$ cat src/rtl/mso_trigger_hub.sv
// rtl/mso_trigger_hub.sv - trigger qualification hub: masked OR/AND edge detect,
// arm with programmable holdoff, single-shot capture trigger.
module mso_trigger_hub #(
  parameter int NUM_TRIGGERS  = 1,
  parameter int HOLDOFF_WIDTH = 16
) (
  input  logic                     clk,
  input  logic                     rst_n,
  input  logic                     arm,
  input  logic                     reset,
  input  logic [NUM_TRIGGERS-1:0]  triggers,
  input  logic [NUM_TRIGGERS-1:0]  mask,
  input  logic                     mode,
  input  logic [HOLDOFF_WIDTH-1:0] holdoff,
  output logic                     armed,
  output logic                     triggered,
  output logic                     trigger_pulse,
  output logic [NUM_TRIGGERS-1:0]  trigger_source
);

  typedef enum logic [1:0] {
    S_IDLE      = 2'd0,
    S_HOLDOFF   = 2'd1,
    S_ARMED     = 2'd2,
    S_TRIGGERED = 2'd3
  } state_t;

  localparam logic [HOLDOFF_WIDTH-1:0] CNT_ONE = {{(HOLDOFF_WIDTH-1){1'b0}}, 1'b1};

  state_t                   state_q, state_d;
  logic [NUM_TRIGGERS-1:0]  trig_q, trig_d;
  logic [HOLDOFF_WIDTH-1:0] cnt_q, cnt_d;
  logic                     armed_q, armed_d;
  logic                     triggered_q, triggered_d;
  logic                     pulse_q, pulse_d;
  logic [NUM_TRIGGERS-1:0]  src_q, src_d;

  logic [NUM_TRIGGERS-1:0]  m;
  logic [NUM_TRIGGERS-1:0]  rise;
  logic                     or_event;
  logic                     and_event;
  logic                     event_hit;

  // AND mode fires on the rising edge of "all enabled sources high", not on any single edge
  always_comb begin
    m         = triggers & mask;
    rise      = m & ~trig_q;
    or_event  = |rise;
    and_event = (|mask) && (m == mask) && ((trig_q & mask) != mask);
    event_hit = mode ? and_event : or_event;
  end

  always_comb begin
    state_d = state_q;
    cnt_d   = cnt_q;
    src_d   = src_q;
    pulse_d = 1'b0;
    trig_d  = triggers;
    if (reset) begin
      state_d = S_IDLE;
      cnt_d   = '0;
      src_d   = '0;
    end else begin
      case (state_q)
        S_IDLE: begin
          if (arm) begin
            if (holdoff == '0) begin
              state_d = S_ARMED;
            end else begin
              state_d = S_HOLDOFF;
              cnt_d   = holdoff - CNT_ONE;
            end
          end
        end
        S_HOLDOFF: begin
          if (cnt_q == '0) begin
            state_d = S_ARMED;
          end else begin
            cnt_d = cnt_q - CNT_ONE;
          end
        end
        S_ARMED: begin
          if (event_hit) begin
            state_d = S_TRIGGERED;
            pulse_d = 1'b1;
            src_d   = mode ? mask : rise;
          end
        end
        default: begin
          state_d = S_TRIGGERED;
        end
      endcase
    end
    armed_d     = (state_d == S_ARMED);
    triggered_d = (state_d == S_TRIGGERED);
  end

  always_ff @(posedge clk) begin
    if (!rst_n) begin
      state_q     <= S_IDLE;
      trig_q      <= '0;
      cnt_q       <= '0;
      armed_q     <= 1'b0;
      triggered_q <= 1'b0;
      pulse_q     <= 1'b0;
      src_q       <= '0;
    end else begin
      state_q     <= state_d;
      trig_q      <= trig_d;
      cnt_q       <= cnt_d;
      armed_q     <= armed_d;
      triggered_q <= triggered_d;
      pulse_q     <= pulse_d;
      src_q       <= src_d;
    end
  end

  assign armed          = armed_q;
  assign triggered      = triggered_q;
  assign trigger_pulse  = pulse_q;
  assign trigger_source = src_q;

endmodule

$ cat config.mk
export PLATFORM = sky130hd
export DESIGN_NAME = mso_trigger_hub
export DESIGN_NICKNAME = d
export VERILOG_FILES = /design/src/rtl/mso_trigger_hub.sv
export SDC_FILE = /design/constraint.sdc
export NUM_CORES = 1
export LEC_CHECK = 0
export ABC_AREA = 1
export CAP_MARGIN = 5
export CORE_MARGIN = 1.5
export CORE_UTILIZATION = 54
export CTS_CLUSTER_DIAMETER = 40
export DETAILED_ROUTE_END_ITERATION = 8
export GPL_TIMING_DRIVEN = 0
export PLACE_DENSITY = 0.85
export SYNTH_ARGS = -nofsm -noshare
export SYNTH_HDL_FRONTEND = slang
export SYNTH_SLANG_ARGS = --single-unit
export TNS_END_PERCENT = 100
$ cat constraint.sdc
create_clock -name clk -period 2.3 [get_ports clk]
set_input_delay 0.46 -clock clk [delete_from_list [all_inputs] [get_ports clk]]
set_output_delay 0.46 -clock clk [all_outputs]
set_load 0.005 [all_outputs]
# Word-level counts from Yosys, hierarchy flattened
# Cells that the tools add are included.
word_totals:
  reg_bits: 23
  input_bits: 23
  output_inout_bits: 4
  word_cells: 47
op_classes:
  n_addsub: 2
  eq_ne: 9
  mux: 13
  bitwise_logic: 6
  n_reduce_logical: 10
op_table:
  columns: ["operator", "n"]
  rows:
  - ["16-bit 2-to-1 mux", 3]
  - ["16-bit zero test", 2]
  - ["16-bit one-hot mux with 2 select lines", 1]
  - ["16-bit by 1-bit subtractor with 16-bit output (second input constant)", 2]
  - ["2-bit 2-to-1 mux", 5]
  - ["2-bit equality test (second input constant)", 3]
  - ["2-bit inequality test (second input constant)", 3]
  - ["2-bit one-hot mux with 3 select lines", 1]
  - ["4-bit AND reduction", 1]
  - ["1-bit AND", 3]
  - ["1-bit 2-to-1 mux", 3]
  - ["1-bit inverter", 3]
  - ["3-bit OR reduction", 1]
  - ["2-bit by 1-bit equality test with 1-bit output (second input constant)", 1]
  - ["1-bit logical AND", 2]
  - ["2-bit zero test", 1]
  - ["2-bit AND reduction", 1]
  - ["2-bit nonzero test", 1]
  - ["2-bit OR reduction", 1]
  - ["1-bit equality test", 1]
  - ["1-bit inequality test", 1]

# Logic depth before layout (Yosys ltp)
# Gate-level depths: netlist of the first run.
logic_depth:
  depth_word: 9
  mapped_depth: 13
  mapped_depth_nobuf: 12

# Least setup slack after synthesis of the first run
# OpenSTA, ideal clock, no wires.
synth_path:
  path_kind: "reg-to-reg"
  startpoint: "reg state_q[1]"
  endpoint: "reg cnt_q[14]"
  setup_time_ns: 0.109
  t_arrival_ns: 1.527
  t_required_ns: 2.191
  path_slack_ns: 0.664
  path_stages_with_launch: 13
  path_buffers: 1
  synth_period_minus_slack_ns: 1.636
  path_cell_list: "dfxtp_1 > inv_2 > buf_2 > nand3_1 > nand2_2 > ha_1 > nand3_2 > nor2_2 > nand3_1 > nand2_1 > nand3_1 > nand2_1 > inv_1"
synth_between:
  elab_chain_cells: 3
  word_cells_on_any_way: 8
  cone_classes: "eq/ne (4); mux (1); reduce/logical (3)"
synth_lines:
  columns: ["item", "line", "rtl"]
  rows:
  - ["from (decl)", "30", "state_t state_q, state_d;"]
  - ["from (signal assigned)", "108", "state_q <= state_d;"]
  - ["2-bit by 1-bit equality test with 1-bit output / 2-bit zero test (equally long branches)", "64", "case (state_q)"]
  - ["2-bit inequality test (no source line) / 2-bit nonzero test (equally long branches)", null, null]
  - ["4-bit AND reduction (no source line)", null, null]
  - ["to (signal assigned)", "110", "cnt_q <= cnt_d;"]
  - ["to (decl)", "32", "logic [HOLDOFF_WIDTH-1:0] cnt_q, cnt_d;"]
# Parallel ways exist; a longest one is shown, timed or not.
# A chain may end at the register's enable or synchronous reset.

# Final worst setup path of the first run
layout_path:
  startpoint: "in holdoff[10]"
  endpoint: "reg cnt_q[8]"
layout_between:
  elab_chain_cells: 3
layout_lines:
  columns: ["item", "line", "rtl"]
  rows:
  - ["from (decl)", "14", "input logic [HOLDOFF_WIDTH-1:0] holdoff,"]
  - ["16-bit zero test", "67", "if (holdoff == '0) begin"]
  - ["2-bit inequality test (no source line)", null, null]
  - ["4-bit AND reduction (no source line)", null, null]
# No other way between the ends.

==> results.toml, run 1 <==
[status]
status = "completed"

[clocking]
clkTransAtPathRegs_ns = 0.14
cts_resized = 0
cts.sinks = 23
cts_tree = "built"
h-tree-depth = 1
cts_buffers = 3
postCtsSetupRepairBufs = 0
root_buffer = "clkbuf_4"
clock_latency_ns = 0.33
holdBufCountCts = 0
clockBufferDepth = 2

[timing]
slew_headroom_pct = 59.8
worst_hold_slack_ns = 0.508
worstMarginPinSlew_ns = 0.601
rsz0062_at_grt = "no"
slew_violations = 0
post-route-period-util_pct = 88.0
setup_viol = 0
min_period_ns = 2.02
setup_slack_ns = 0.275
clock_skew_ns = 0.00211
timing.final.hold_violations = 0
max_freq_mhz = 494

[die]
row_count = 20
die-width_um = 60.6
core-area_sq_mm = 0.00310
io_pins = 27
die-area_sq_mm = 0.00367
start_util_pct = 57.7
die_y_um = 60.6

[worst_setup_path]
slowest_delay_ns = 0.45
r2r_start = "state_q[1]"
arrival_ns = 2.26
regToRegSetupSlack_ns = 0.34
cp_max_fo = 10
worstSetupPathType = "in2reg"
startpoint_type = "primary input"
r2r-end = "cnt_q[12]"
rr_worst_depth = 12
path_cells = "clkdlybuf4s50_1 -> nor2_1 -> nand3_1 -> nor2_1 -> nand2_1 -> nand2_1 -> nand2_1 -> buf_2 -> o21ai_0 -> nor2_1"
endpoint_kind = "flop"
critPathTopFamily = "simple AND/OR/NAND/NOR gates"
cp_slowest_cell = "clkdlybuf4s50_1"
cp.required_ns = 2.54
path_buf_inv = 2

[yosys]
syn-num-nets = 345
synth_compound_area_share_pct = 6.99
syn_inst = 321
synth_xor_area_share_pct = 1.47
synth_commonest_cells = "nand2_1 (103), inv_1 (50), nand3_1 (45)"
syn-cell-area_sq_mm = 0.00179
netlist_top_cells_area = "dfxtp_1 (26%), nand2_1 (22%), nand3_1 (13%), inv_1 (10%), nor2_1 (8.8%)"
synthDistinctLibCells = 26
yosysTopAreaCell = "dfxtp_1"
synth_edf_count = 0
synthSimpleGateAreaFrac_pct = 50.6
synth_top_family_by_area = "simple AND/OR/NAND/NOR gates"
synthFlopType = "dfxtp_1"
async_reset_ff_share_pct = 0
synth_area_per_cell_sq_um = 5.57
ys_warn_count = 0
ys_seq_elements = 23
seq_area_frac_synth_pct = 25.7
yosys.area_share.adder_pct = 0.699
synth.most_common_cell = "nand2_1"
synthMuxAreaShare_pct = 0
synth_top_area_share_pct = 25.7

[grt]
antenna_found_initial = 0
track_usage_pct = 27.8
grt_pass1_vias = 1805
grt_util_met1_pct = 37.3
globalRouteOverflowTotal = 0
grt_pass1_wl_um = 7650
grt_max_degree = 15
grt_busiest_layer = "met2"
grt_use_met2_pct = 46.7
grtUsageMet3_pct = 3.41

[final_layout]
final_nets = 375
area_growth_pct = 18.7
post-route-util_pct = 68.5
finalInstanceArea_sq_mm = 0.00212
drive_above_1_share_pct = 7.43
diodes = 0
fillerInstances = 322

[route]
wl_um = 4740
drtIter0Drc = 220
vias_per_cell = 5.24
drtAntennaViolNets = 0
drtPass1Iterations = 5
via_count = 2063
wl_per_cell_um = 12.0
route.detailed.drc = 0

[place]
post-dp-hpwl_um = 3650
dpl_worst_slack_ns = -0.0377
port_buffers = 25
placed_cell_area_sq_mm = 0.00209
gp_congestion = 0.917

[worst_hold_path]
hold_start = "cnt_q[3]"
worstHoldPathType = "reg2reg"
whs_endpoint = "cnt_q[3]"
worstHoldPathCells = 2

[power_and_ir_drop]
power_density_mw_per_mm2 = 446
leakage_nw = 1.10
vdd_drop_max_v = 0.000349
power_mw = 0.947

[job]
maxCapViolCount = 0
## how the worst max path moves through the flow
stage	cells after the start	end	start	slack [ns]
floorplan	12	cnt_q[14]	state_q[1]	0.66
global placement	10	cnt_q[1]	holdoff[7]	0.01
detailed placement	10	cnt_q[8]	holdoff[10]	-0.04
CTS	10	cnt_q[8]	holdoff[10]	0.32
global route	10	cnt_q[7]	holdoff[7]	0.14
finish	10	cnt_q[8]	holdoff[10]	0.28
## through the flow
step / TNS (ns) / instances
after floorplan: 0 / 321
final: 0 / 394
after CTS: 0 / 394
after global routing: 0 / 394
after detailed placement: -0.177 / 390
after global placement: 0 / 390
## cell usage in the layout (no fill, tap or decap), drive strengths merged
master,instances
nand2,106
inv,52
a21oi,7
nand4,7
xnor2,1
clkdlybuf4s50,25
xor2,2
o21ai,14
buf,10
nor3,1
o211ai,1
clkinvlp,1
nand3b,1
dfxtp,23
ha,1
o2111ai,1
nor2,47
clkbuf,3
nand3,47
## where the power goes
part / total (mW) / switching, mW / internal (mW)
Combinational: 0.312 / 0.192 / 0.120
Sequential: 0.430 / 0.0118 / 0.418
Clock: 0.205 / 0.139 / 0.0666
Total: 0.947 / 0.343 / 0.604
## per-layer routing
layer / part of all wire, % / up-vias / wire length (um)
met5: 0 / - / 0
met4: 1.3 / 0 / 63
met3: 7.7 / 7 / 366
met2: 46 / 99 / 2170
met1: 45 / 903 / 2140
li1: - / 1054 / -
## tightest hold or removal path: cells and delay by family, from the launching register on
kind | cells | cell delay (ns)
AOI/OAI and AO/OA | 1 | 0.05
DFF | 1 | 0.36
and+or+nand+nor | 1 | 0.07
## state kept, by name, summed over array words and instances (netlist names)
name,count
trig_q,1
triggered,1
state_q,2
trigger_source,1
trigger_pulse,1
cnt_q,16
armed,1
## layout make-up
class                      instances  area [sq um]  share of cell area (%)
multi-input combinational        236          1070                    50.4
sequential                        23           460                    21.7
clock inverter                     1          7.51                   0.353
tap                               44          55.1                    2.59
clock buffer                       3          22.5                    1.06
buffer                            10          63.8                    3.00
inverter                          52           195                    9.19
timing repair buffer              25           250                    11.8
## logic make-up after synthesis
group                      count (synthesis)
AOI/OAI and AO/OA                         23
buffers and inverters                     62
adders and majority gates                  1
xor gates and xnor gates                   3
and+or+nand+nor                          209
DFF                                       23
Note: power is estimated with default switching activity, not from simulation.
==> run 2, diff against run 1 <==
==> constraint.sdc (replaced) <==
create_clock -name clk -period 2.3 [get_ports clk]
set_input_delay 0.46 -clock clk [delete_from_list [all_inputs] [get_ports clk]]
set_output_delay 0.46 -clock clk [all_outputs]
set_load 0.1 [all_outputs]
==> results.toml, run 2 (synthesized netlist as in run 1, its figures left out) <==
[final_layout]
layout_common_cells = "nand2_1 (103), inv_1 (50), nand3_1 (45)"
drive_above_1_share_pct = 7.43
regArea_sq_um = 460
largest_reg_flops = 16
final_cells = 394
top_register = "cnt_q"
fillerInstances = 320
diodes = 0
area_growth_pct = 19.0
finalInstanceArea_sq_mm = 0.00213
multi_input_comb_area_sq_mm = 0.00107
largest_registers = "cnt_q x16, state_q x2"
layout.cells.most_common = "nand2_1"
final_nets = 375

[power_and_ir_drop]
power_density_mw_per_mm2 = 446
vdd_drop_max_v = 0.000353
power_mw = 0.949
leakage_nw = 1.14

[clocking]
holdBufCountCts = 0
cts.sinks = 23
h-tree-depth = 1
postCtsSetupRepairBufs = 0
cts_buffers = 3
root_buffer = "clkbuf_4"
clock_latency_ns = 0.33
clkTransAtPathRegs_ns = 0.14
cts_resized = 0
cts_tree = "built"
clockBufferDepth = 2

[worst_setup_path]
r2r-end = "cnt_q[12]"
endpoint_kind = "output port"
cp_max_fo = 1
path_depth = 1
crit_start = "triggered"
path_buf_inv = 1
cp_slowest_cell = "clkdlybuf4s50_1"
slowest_delay_ns = 1.12
r2r_start = "state_q[1]"
cp.required_ns = 1.84
regToRegSetupSlack_ns = 0.34
rr_worst_depth = 12
worstSetupPathType = "reg2out"
critPathTopFamily = "buffers and inverters"
cp-endpoint = "triggered"
arrival_ns = 1.79
startpoint_type = "flop"
path_cells = "clkdlybuf4s50_1"

[grt]
grt_use_met2_pct = 46.7
grt_max_degree = 15
grt_pass1_wl_um = 7650
grtUsageMet3_pct = 3.41
grt_busiest_layer = "met2"
antenna_found_initial = 0
grt_util_met1_pct = 37.3
globalRouteOverflowTotal = 0
track_usage_pct = 27.8
grt_pass1_vias = 1805

[route]
drtPass1Iterations = 5
wl_per_cell_um = 12.0
route.detailed.drc = 0
drtIter0Drc = 220
wl_um = 4740
drtAntennaViolNets = 0
vias_per_cell = 5.23
via_count = 2062

[place]
port_buffers = 25
post-dp-hpwl_um = 3650
placed_cell_area_sq_mm = 0.00209
gp_congestion = 0.917
dp_cells = 390
dpl_worst_slack_ns = -0.0377

[worst_hold_path]
worstHoldPathType = "reg2reg"
hold_start = "cnt_q[3]"

[die]
core-area_sq_mm = 0.00310
row_count = 20
die-area_sq_mm = 0.00367
die_y_um = 60.6
start_util_pct = 57.7
io_pins = 27
die-width_um = 60.6

[timing]
max_freq_mhz = 444
post-route-period-util_pct = 97.9
clock_skew_ns = 0.00213
setup_viol = 0
slew_headroom_pct = 35.6
fin_tns_setup_ns = 0
timing.final.hold_violations = 0
rsz0062_at_grt = "no"
slew_violations = 0
setup_slack_ns = 0.0487
min_period_ns = 2.25
worstMarginPinSlew_ns = 0.964

[status]
status = "completed"

[job]
maxCapViolCount = 0
run 2: stage by stage:
| stage | util (%) | hold slack [ns] |
|---|---|---|
| global placement | 67.5 | 0.443 |
| CTS | 68.5 | 0.503 |
| detailed placement | 67.5 | 0.485 |
| global route | 68.6 | 0.523 |
| finish | 68.6 | 0.508 |
| floorplan | - | 0.453 |
run 2: report_power, final:
| group | internal [mW] | switching [mW] |
|---|---|---|
| sequential | 0.418 | 0.0118 |
| combinational | 0.120 | 0.194 |
| clock | 0.0666 | 0.139 |
run 2: metal layers:
metal | wire length (um) | vias up | share of wire (%)
met2 | 2160 | 99 | 46
met3 | 364 | 7 | 7.7
met1 | 2150 | 902 | 45
met5 | 0 | - | 0
li1 | - | 1054 | -
met4 | 63 | 0 | 1.3
run 2: cell type report:
cell class | instances | area share (%)
clock inverter | 1 | 0.353
buffer | 10 | 3.00
inverter | 52 | 9.17
timing repair buffer | 25 | 12.0
tap | 44 | 2.59
clock buffer | 3 | 1.06
sequential | 23 | 21.6
multi-input combinational | 236 | 50.2
run 2: worst register-to-register path, cell delays in order, from the launching register on:
cell	delay, ns
dfxtp_1	0.37
inv_2	0.11
buf_2	0.24
nand3_1	0.12
nand2_2	0.14
ha_1	0.22
nand3_2	0.15
nor2_4	0.21
nand2_1	0.07
nand2_1	0.06
nand3_1	0.08
nand2_1	0.07
inv_1	0.03
run 2: worst min path at each step:
stage | to | slack (ns) | depth (start not counted)
6_report | cnt_q[3] | 0.51 | 2
3_3_place_gp | trigger_source | 0.44 | 2
3_5_place_dp | cnt_q[3] | 0.48 | 2
4_1_cts | cnt_q[3] | 0.50 | 2
5_1_grt | cnt_q[3] | 0.52 | 2
2_1_floorplan | cnt_q[3] | 0.45 | 2
